## src/rtl/if_fetch_unit.sv

```systemverilog
// Instruction-fetch stage: owns the PC, issues credit-limited in-order imem requests
// and buffers responses in a fetch queue feeding IF/ID, with redirect flush and stale drop.
module if_fetch_unit #(
  parameter logic [31:0] RESET_PC = 32'h0000_0000,
  parameter int unsigned QDEPTH   = 4
) (
  input  logic        i_clk,
  input  logic        i_reset,
  input  logic        i_stall,
  input  logic        i_redirect,
  input  logic [31:0] i_redirect_pc,
  output logic        o_imem_req,
  output logic [31:0] o_imem_addr,
  input  logic        i_imem_gnt,
  input  logic        i_imem_rvalid,
  input  logic [31:0] i_imem_rdata,
  output logic [31:0] o_pc,
  output logic [31:0] o_instr,
  output logic        o_vld
);

  localparam int unsigned PW = $clog2(QDEPTH);
  localparam int unsigned CW = PW + 1;
  localparam int unsigned OW = CW + 1;
  localparam logic [31:0] NOP_INSTR = 32'h0000_0013;

  typedef struct packed {
    logic [31:0] pc;
    logic [31:0] instr;
  } fq_entry_t;

  logic [31:0]   pc_q;
  logic [CW-1:0] inflight_q;
  logic [CW-1:0] drop_q;
  logic [CW-1:0] q_count_q;
  logic [PW-1:0] if_wr_q;
  logic [PW-1:0] if_rd_q;
  logic [PW-1:0] fq_wr_q;
  logic [PW-1:0] fq_rd_q;

  logic [31:0]   if_pc_mem [QDEPTH];
  fq_entry_t     fq_mem    [QDEPTH];

  logic [OW-1:0] occupancy;
  logic          credit_ok;
  logic          grant;
  logic          resp;
  logic          resp_keep;
  logic          pop;
  fq_entry_t     head;
  fq_entry_t     new_entry;
  logic          unused_redirect_lsb;

  // Every granted request owns a queue slot until it is popped, so the queue cannot overflow.
  assign occupancy  = OW'(inflight_q) + OW'(q_count_q);
  assign credit_ok  = occupancy < OW'(QDEPTH);
  assign o_imem_req = credit_ok & ~i_redirect & ~i_reset;
  assign o_imem_addr = pc_q;
  assign grant      = o_imem_req & i_imem_gnt;

  // A response with nothing outstanding (e.g. issued before a reset) is spurious and ignored.
  assign resp      = i_imem_rvalid & (inflight_q != '0);
  assign resp_keep = resp & (drop_q == '0) & ~i_redirect;

  assign o_vld = (q_count_q != '0);
  assign pop   = o_vld & ~i_stall & ~i_redirect;

  assign head      = fq_mem[fq_rd_q];
  assign new_entry = '{pc: if_pc_mem[if_rd_q], instr: i_imem_rdata};

  assign unused_redirect_lsb = ^i_redirect_pc[1:0];

  always_comb begin
    // NOTE: every output of this block gets a default first, so no path can infer a latch.
    o_pc    = 32'h0;
    o_instr = NOP_INSTR;
    if (o_vld) begin
      o_pc    = head.pc;
      o_instr = head.instr;
    end
  end

  // NOTE: sequential state uses non-blocking assignments so every register samples pre-edge values.
  always_ff @(posedge i_clk) begin
    if (i_reset) begin
      pc_q       <= RESET_PC;
      inflight_q <= '0;
      drop_q     <= '0;
      q_count_q  <= '0;
      if_wr_q    <= '0;
      if_rd_q    <= '0;
      fq_wr_q    <= '0;
      fq_rd_q    <= '0;
    end else begin
      if (i_redirect) begin
        pc_q <= {i_redirect_pc[31:2], 2'b00};
      end else if (grant) begin
        pc_q <= pc_q + 32'd4;
      end

      if (grant && !resp) begin
        inflight_q <= inflight_q + CW'(1);
      end else if (resp && !grant) begin
        inflight_q <= inflight_q - CW'(1);
      end

      if (grant) begin
        if_wr_q <= if_wr_q + PW'(1);
      end
      if (resp) begin
        if_rd_q <= if_rd_q + PW'(1);
      end

      // Everything still outstanding after a redirect is wrong-path and gets discarded on return.
      if (i_redirect) begin
        drop_q <= inflight_q - CW'(resp);
      end else if (resp && (drop_q != '0)) begin
        drop_q <= drop_q - CW'(1);
      end

      if (i_redirect) begin
        q_count_q <= '0;
        fq_wr_q   <= '0;
        fq_rd_q   <= '0;
      end else begin
        if (resp_keep) begin
          fq_wr_q <= fq_wr_q + PW'(1);
        end
        if (pop) begin
          fq_rd_q <= fq_rd_q + PW'(1);
        end
        if (resp_keep && !pop) begin
          q_count_q <= q_count_q + CW'(1);
        end else if (pop && !resp_keep) begin
          q_count_q <= q_count_q - CW'(1);
        end
      end
    end
  end

  // NOTE: storage arrays are not reset; the reset pointers and counts make stale contents unreachable.
  always_ff @(posedge i_clk) begin
    if (grant) begin
      if_pc_mem[if_wr_q] <= pc_q;
    end
    if (resp_keep && !i_reset) begin
      fq_mem[fq_wr_q] <= new_entry;
    end
  end

endmodule

```

## config.mk

```make
export PLATFORM = sky130hd
export DESIGN_NAME = if_fetch_unit
export DESIGN_NICKNAME = d
export VERILOG_FILES = /design/src/rtl/if_fetch_unit.sv
export SDC_FILE = /design/constraint.sdc
export NUM_CORES = 1
export LEC_CHECK = 0
export CAP_MARGIN = 20
export CORE_UTILIZATION = 31
export DETAILED_ROUTE_END_ITERATION = 12
export GPL_ROUTABILITY_DRIVEN = 0
export PLACE_DENSITY = 0.56
export SLEW_MARGIN = 10
export SYNTH_ARGS = -nofsm -noshare
export SYNTH_HDL_FRONTEND = slang
export SYNTH_SLANG_ARGS = --single-unit
```

## constraint.sdc

```tcl
create_clock -name i_clk -period 10.7 [get_ports i_clk]
set_input_delay 2.14 -clock i_clk [delete_from_list [all_inputs] [get_ports i_clk]]
set_output_delay 2.14 -clock i_clk [all_outputs]
set_load 0.005 [all_outputs]
```

Yosys cells after proc, flatten, opt, wreduce, memory -nomap -nowiden
Memory sizes are Yosys's and may differ from the RTL's. A register that Yosys moved wholly into a read port is not among the register bits.
Index checks and enable logic that the tools add are counted.
{"block": "word_totals", "ff_bits": 49, "mem_bits_rw": 384, "in_bits": 70, "out_inout_bits": 98, "elab_cells": 73, "mem_count": 2}
{"memory": "fq_mem", "words": 4, "word_bits": 64, "rd": 1, "rd_ports_with_merged_regs": 1, "wr": 1, "line_no": "42", "source": "fq_entry_t fq_mem [QDEPTH];"}
{"memory": "if_pc_mem", "words": 4, "word_bits": 32, "rd": 1, "rd_ports_with_merged_regs": 1, "wr": 1, "line_no": "41", "source": "logic [31:0] if_pc_mem [QDEPTH];"}
{"block": "classes", "add_sub_neg": 12, "magnitude_cmp": 1, "muxes": 18, "bitwise_logic": 11, "reduce_logical": 20}
{"op": "two-way mux 32 bit", "n": 4}
{"op": "adder 32 x 3 -> 32 bit, second input constant", "n": 1}
{"op": "two-way mux 3 bit", "n": 6}
{"op": "nonzero test 3 bit", "n": 3}
{"op": "subtractor 3 x 1 -> 3 bit, second input constant", "n": 3}
{"op": "adder 2 x 1 -> 2 bit, second input constant", "n": 4}
{"op": "AND 1 bit", "n": 8}
{"op": "two-way mux 2 bit", "n": 4}
{"op": "nonzero test 2 bit", "n": 4}
{"op": "adder 3 x 1 -> 3 bit, second input constant", "n": 2}
{"op": "logical AND 1 bit", "n": 6}
{"op": "logical NOT 1 bit", "n": 5}
{"op": "adder 3 x 3 -> 4 bit", "n": 1}
{"op": "less-than comparator 4 x 3 -> 1 bit, second input constant", "n": 1}
{"op": "two-way mux 1 bit", "n": 4}
{"op": "logical NOT 3 bit", "n": 1}
{"op": "inverter 1 bit", "n": 3}
{"op": "subtractor 3 x 1 -> 3 bit", "n": 1}
{"op": "OR reduction 2 bit", "n": 1}

Longest topological paths before layout
Gate-level depths: netlist (run 1).
{"block": "depth", "depth_word": 9, "ltp_mapped": 13}

Least setup slack after synthesis (run 1)
Ideal clock, no wire load.
{"block": "synth_path", "kind": "input -> output", "startpoint": "in i_redirect", "endpoint": "out o_imem_req", "arrival_time_ps": 2960, "path_slack_ps": 5600, "path_stages": 4, "path_cell_list": "clkbuf_1 -> or2_2 -> clkbuf_1 -> nor3_1"}
{"block": "synth_between", "elab_chain_cells": 3}
{"item": "from (decl)", "line_no": "10", "source": "input logic i_redirect,"}
{"item": "inverter 1 bit", "line_no": "57", "source": "assign o_imem_req = credit_ok & ~i_redirect & ~i_reset;"}
{"item": "AND 1 bit (2 in a row)", "line_no": "57"}
{"item": "to (decl)", "line_no": "12", "source": "output logic o_imem_req,"}
No other way between the ends.

Worst setup path in the final report (run 1)
{"block": "layout_path", "startpoint": "in i_reset", "endpoint": "out o_imem_req"}
{"block": "layout_between", "elab_chain_cells": 2}
{"item": "from (decl)", "line_no": "8", "source": "input logic i_reset,"}
{"item": "inverter 1 bit", "line_no": "57"}
{"item": "AND 1 bit", "line_no": "57"}
No other way between the ends.

==> results.sh, run 1 <==
export IMPL_total_leakage_power_uw=0.00630
export IMPL_synthMuxAreaShare=0.130
export IMPL_drt_pass1_iter_count=4
export IMPL_cts_buffers=46
export IMPL_cts_sinks=419
export IMPL_path_clk_slew_ns=0.06
export IMPL_syn_avg_cell_area_um2=18.2
export IMPL_via_per_inst=4.81
export IMPL_synth_compound_area_frac=0.0331
export IMPL_root_buffer="clkbuf_16"
export IMPL_max_clock_freq_ghz=0.164
export IMPL_place_area_um2=18900
export IMPL_grt_max_degree=65
export IMPL_cts_max_level=2
export IMPL_core_area_um2=52700
export IMPL_drc=0
export IMPL_cts_max_path_buffers=3
export IMPL_worstMarginPinSlew_ns=1.05
export IMPL_io_pins=168
export IMPL_tns_ns=0
export IMPL_cts_hold_buffers=0
export IMPL_status="finished clean"
export IMPL_clk_latency_ns=0.57
export IMPL_finalInstanceArea_um2=20300
export IMPL_yosys_area_top_type_share=0.667
export IMPL_synthAdderAreaFrac=0.0153
export IMPL_fin_crit_sh=0.571
export IMPL_netlist_area_um2=16600
export IMPL_endpoint_kind="primary output"
export IMPL_synthCells=910
export IMPL_drt_iter0_drc=486
export IMPL_holdWs_ns=0.503
export IMPL_min_period_ns=6.11
export IMPL_finalWirelength_um=36000
export IMPL_synth_top_family_by_area="multiplexers"
export IMPL_drv_slew=0
export IMPL_hpwl_um=20600
export IMPL_critPathRequiredTime_ns=8.56
export IMPL_cp_max_fo=44
export IMPL_hold_class="flop to flop"
export IMPL_grt_pass1_vias=9117
export IMPL_yosys_top_cells_area="edfxtp_1 67%, mux4_2 13%, dfxtp_1 6.2%, nor2b_1 2.2%, ha_1 1.3%"
export IMPL_ys_warn_count=0
export IMPL_worst_slew_margin_rel=0.299
export IMPL_synth_simple_gate_area_frac=0.0652
export IMPL_seq_area_frac_synth=0.729
export IMPL_io_buffers=161
export IMPL_die_area_um2=54400
export IMPL_grt_pass1_wl_um=55300
export IMPL_ys_seq_elements=419
export IMPL_diodes=0
export IMPL_start_kind="input port"
export IMPL_hold_viol=0
export IMPL_finClkSkew_ns=0.0232
export IMPL_maxCapViolations=0
export IMPL_grt_ovfl_total=0
export IMPL_worstSetupPathType="input port to primary output"
export IMPL_synth_xor_area_share=0.00740
export IMPL_grt_usage=0.135
export IMPL_num_vias=8690
export IMPL_setup_viol_count_final=0
export IMPL_wire_per_inst_um=19.9
export IMPL_cts_setup_buffers=0
export IMPL_start_util=0.315
export IMPL_die_w_um=233
export IMPL_die_h_um=233
export IMPL_antenna_found_initial=0
export IMPL_synth_edff_count=368
export IMPL_rsz0062_at_grt="false"
export IMPL_synth_flop_cell="edfxtp_1"
export IMPL_cp_arrival_ns=3.97
export IMPL_cts_tree="built"
export IMPL_ant_nets=0
export IMPL_power_density_nw_per_um2=187
export IMPL_cts_resized=0
export IMPL_drive_gt1_frac=0.172
export IMPL_synth_top_cell_by_area="edfxtp_1"
export IMPL_power_uw=3810
export IMPL_fin_util=0.386
export IMPL_area_growth_pct=22.7
export IMPL_core_rowCount=84
export IMPL_fin_nets=1173
export IMPL_ir_worst_vdd_uv=166
export IMPL_synth_async_reset_ratio=0
export IMPL_yosys_cell_types_count=55
==> area by class of cell <==
| type | count | area, um2 |
|---|---|---|
| clock buffers | 59 | 1220 |
| clock inverters | 23 | 185 |
| fillers | 4801 | 32300 |
| inverters | 20 | 80.1 |
| multi-input cells | 423 | 4190 |
| flip-flops and latches | 419 | 12100 |
| well taps | 688 | 861 |
| repair buffers | 174 | 1710 |
==> worst paths after layout <==
path	from	endpoint	slack (ns)	depth (start not counted)
min reg2reg	if_wr_q[1]$_SDFFE_PP0P_	if_wr_q[1]$_SDFFE_PP0P_	0.50	2
max	i_reset	o_imem_req	4.59	5
max reg2reg	inflight_q[2]$_SDFFE_PP0P_	inflight_q[2]$_SDFFE_PP0P_	7.55	11
min	if_wr_q[1]$_SDFFE_PP0P_	if_wr_q[1]$_SDFFE_PP0P_	0.50	2
==> per-stage QoR <==
| step | worst slack, ns | cells |
|---|---|---|
| finish | 4.59 | 1806 |
| global route | 4.46 | 1806 |
| CTS | 4.56 | 1806 |
| detailed placement | 4.58 | 1724 |
| global placement | 4.57 | 1723 |
| floorplan | 5.60 | 913 |
==> synth_stat cells, types with 10 or more instances <==
| cell | instances |
|---|---|
| and2_1 | 11 |
| nor2b_1 | 59 |
| clkbuf_1 | 29 |
| mux4_2 | 92 |
| nand4_1 | 13 |
| a21oi_1 | 24 |
| a31oi_1 | 15 |
| inv_1 | 18 |
| nor2_1 | 35 |
| ha_1 | 17 |
| o21ai_0 | 17 |
| nand3_1 | 10 |
| edfxtp_1 | 368 |
| dfxtp_1 | 51 |
| nand2_1 | 40 |
==> cells by family (layout without fill, tap and decap cells) <==
logic type      after synthesis  in the layout
xor+xnor                     14             14
fa+ha+maj                    19             19
compound gates               86             86
buf+inv                      71            276
simple gates                201            201
flops                       419            419
mux                          99             99
other cells                   1              4
==> metal layers <==
layer	track usage	up-vias	wire, um
met5	0	-	0
met4	0.0462	0	811
met3	0.0281	57	2030
met2	0.220	218	16900
met1	0.180	4474	16200
li1	-	3941	-
==> worst max-delay path, cell delays in order <==
cell             delay, ns
clkdlybuf4s50_1       0.39
buf_4                 0.28
or2_2                 0.44
nor3_1                0.17
clkdlybuf4s50_1       0.54
==> state kept, by name, indices dropped and copies added, names as in the netlist, named ones only <==
name,count
fq_rd_q,2
fq_wr_q,2
if_rd_q,2
drop_q,3
if_wr_q,2
inflight_q,3
fq_mem,248
if_pc_mem,120
o_imem_addr,30
q_count_q,3
==> placed cells by master (no fill, tap or decap), types with 18 or more instances in the layout <==
cell and n:
clkbuf_16 47, nor2b_1 59, edfxtp_1 368, nand2_1 40, clkdlybuf4s50_1 161, dfxtp_1 47
nor2_1 35, a21oi_1 24, mux4_2 92, inv_1 18
==> report_power, final <==
part           total [uW]  leakage, uW  internal (uW)  switching (uW)
Combinational         429      0.00185            218             211
Clock                1480     0.000683            854             624
Sequential           1900      0.00376           1860            46.3
Total                3810      0.00630           2930             881
Note: power is estimated with default switching activity, not from simulation.
==> inputs of run 2 (changes only) <==
--- a/config.mk
+++ b/config.mk
@@ -9,7 +9,7 @@
 export CORE_UTILIZATION = 31
 export DETAILED_ROUTE_END_ITERATION = 12
 export GPL_ROUTABILITY_DRIVEN = 0
-export PLACE_DENSITY = 0.56
+export PLACE_DENSITY = 0.57
 export SLEW_MARGIN = 10
 export SYNTH_ARGS = -nofsm -noshare
 export SYNTH_HDL_FRONTEND = slang
==> constraint.sdc (replaced) <==
create_clock -name i_clk -period 5.4 [get_ports i_clk]
set_input_delay 1.08 -clock i_clk [delete_from_list [all_inputs] [get_ports i_clk]]
set_output_delay 1.08 -clock i_clk [all_outputs]
set_load 0.005 [all_outputs]
==> run 2 against run 1 <==
  * Non-clock buffer count grew 3
  * Die area unchanged
  * First-iteration DRC count decreased by 12%
  * Clock skew shrank 0.0094 ns
  * Critical endpoint is now o_pc[16]
  * Largest power group unchanged
  * Highest routed layer unchanged
==> results.sh, run 2 (synthesized netlist as in run 1, its figures left out) <==
export IMPL_root_buffer="clkbuf_16"
export IMPL_dp_slack_ns=1.29
export IMPL_antenna_found_initial=0
export IMPL_worstMarginPinSlew_ns=1.04
export IMPL_drive_gt1_frac=0.170
export IMPL_cts_resized=0
export IMPL_die_h_um=233
export IMPL_cts_max_level=2
export IMPL_core_area_um2=52700
export IMPL_grt_usage=0.132
export IMPL_total_leakage_power_uw=0.00634
export IMPL_wire_per_inst_um=19.6
export IMPL_diodes=0
export IMPL_cell_internal_pwr_uw=5870
export IMPL_die_w_um=233
export IMPL_fin_crit_sh=0.759
export IMPL_rsz0062_at_grt="false"
export IMPL_drt_pass1_iter_count=4
export IMPL_ir_worst_vdd_uv=235
export IMPL_dp_cells=1727
export IMPL_grt_ovfl_total=0
export IMPL_layout_common_cells="368 x edfxtp_1, 161 x clkdlybuf4s50_1, 92 x mux4_2, 59 x nor2b_1, 47 x dfxtp_1"
export IMPL_netSwitchingPower_uw=1730
export IMPL_io_pins=168
export IMPL_fill_cells=4797
export IMPL_worstSetupPathType="flop to primary output"
export IMPL_io_buffers=161
export IMPL_largest_register_ffs=248
export IMPL_cts_tree="built"
export IMPL_cts_sinks=419
export IMPL_drv_slew=0
export IMPL_cts_setup_buffers=0
export IMPL_finalWirelength_um=35400
export IMPL_cts_buffers=45
export IMPL_via_per_inst=4.79
export IMPL_fin_util=0.389
export IMPL_clk_latency_ns=0.57
export IMPL_max_clock_freq_ghz=0.244
export IMPL_final_common_cell="edfxtp_1"
export IMPL_endpoint_kind="primary output"
export IMPL_maxCapViolations=0
export IMPL_pwr_share_seq=0.496
export IMPL_r2r_end="inflight_q[2]$_SDFFE_PP0P_"
export IMPL_hold_class="flop to flop"
export IMPL_regMostFlops="fq_mem"
export IMPL_crit_end="o_pc[16]"
export IMPL_layout_setup_ws_ns=1.30
export IMPL_drc=0
export IMPL_critPathRequiredTime_ns=4.32
export IMPL_start_kind="flop"
export IMPL_hold_viol=0
export IMPL_drt_iter0_drc=429
export IMPL_grt_pass1_vias=9069
export IMPL_die_area_um2=54400
export IMPL_min_period_ns=4.10
export IMPL_r2r_start="inflight_q[2]$_SDFFE_PP0P_"
export IMPL_setup_viol_count_final=0
export IMPL_grt_pass1_wl_um=53900
export IMPL_holdWs_ns=0.502
export IMPL_clkPwrFrac=0.392
export IMPL_num_vias=8655
export IMPL_power_density_nw_per_um2=371
export IMPL_cts_max_path_buffers=3
export IMPL_cts_hold_buffers=0
export IMPL_path_clk_slew_ns=0.06
export IMPL_start_util=0.315
export IMPL_finClkSkew_ns=0.0138
export IMPL_swShare=0.228
export IMPL_cp_max_fo=33
export IMPL_tns_ns=0
export IMPL_status="finished clean"
export IMPL_hpwl_um=21900
export IMPL_cp_arrival_ns=3.02
export IMPL_fin_nets=1175
export IMPL_core_rowCount=84
export IMPL_area_growth_pct=23.6
export IMPL_ff2ff_setup_slack_ns=2.51
export IMPL_ff2ff_path_depth=10
export IMPL_worst_slew_margin_rel=0.310
export IMPL_ant_nets=0
export IMPL_p_comb_frac=0.112
export IMPL_grt_max_degree=65
export IMPL_instances_no_fill=1806
-- run 2: per-layer routing --
metal,track usage,part of all wire,vias up,wire (um)
li1,-,-,3955,-
met1,0.172,0.45,4454,15900
met2,0.218,0.48,193,16900
met3,0.0327,0.054,53,1900
met4,0.0364,0.019,0,673
met5,0,0,-,0
-- run 2: how the worst min path moves through the flow --
| stage | start | depth (start not counted) | slack [ns] | to |
|---|---|---|---|---|
| final | if_wr_q[1]$_SDFFE_PP0P_ | 2 | 0.50 | if_wr_q[1]$_SDFFE_PP0P_ |
| after global placement | if_wr_q[1]$_SDFFE_PP0P_ | 2 | 0.48 | if_wr_q[1]$_SDFFE_PP0P_ |
| after floorplan | fq_wr_q[1]$_SDFFE_PP0P_ | 2 | 0.47 | fq_wr_q[1]$_SDFFE_PP0P_ |
| after CTS | if_wr_q[1]$_SDFFE_PP0P_ | 2 | 0.50 | if_wr_q[1]$_SDFFE_PP0P_ |
| after detailed placement | if_wr_q[1]$_SDFFE_PP0P_ | 2 | 0.49 | if_wr_q[1]$_SDFFE_PP0P_ |
| after global routing | if_wr_q[1]$_SDFFE_PP0P_ | 2 | 0.53 | if_wr_q[1]$_SDFFE_PP0P_ |
-- run 2: power groups by stage --
stage,clock network [uW],registers (uW),logic [uW]
after global routing,3190,3790,944
final,2980,3770,852
after floorplan,0,3800,518
after detailed placement,0,3840,874
after CTS,3080,3780,878
after global placement,0,3840,863
-- run 2: per-stage QoR --
stage / cell area (um2) / total power [uW]
floorplan: 16600 / 4320
global placement: 19000 / 4700
detailed placement: 19100 / 4720
CTS: 20500 / 7740
global route: 20500 / 7930
finish: 20500 / 7610
-- run 2: area by class of cell --
class	count	area (um2)	share of cell area
Sequential cell	419	12100	0.590
Timing Repair Buffer	177	1850	0.0902
Tap cell	688	861	0.0420
Multi-Input combinational cell	423	4190	0.204
Clock inverter	22	231	0.0113
Clock buffer	57	1190	0.0582
Inverter	20	80.1	0.00391
-- run 2: worst max-delay path, stage by stage, from the launching register on --
cell	delay (ns)
dfxtp_4	0.80
buf_12	0.37
mux4_2	0.56
nor2b_1	0.16
clkdlybuf4s50_1	0.54
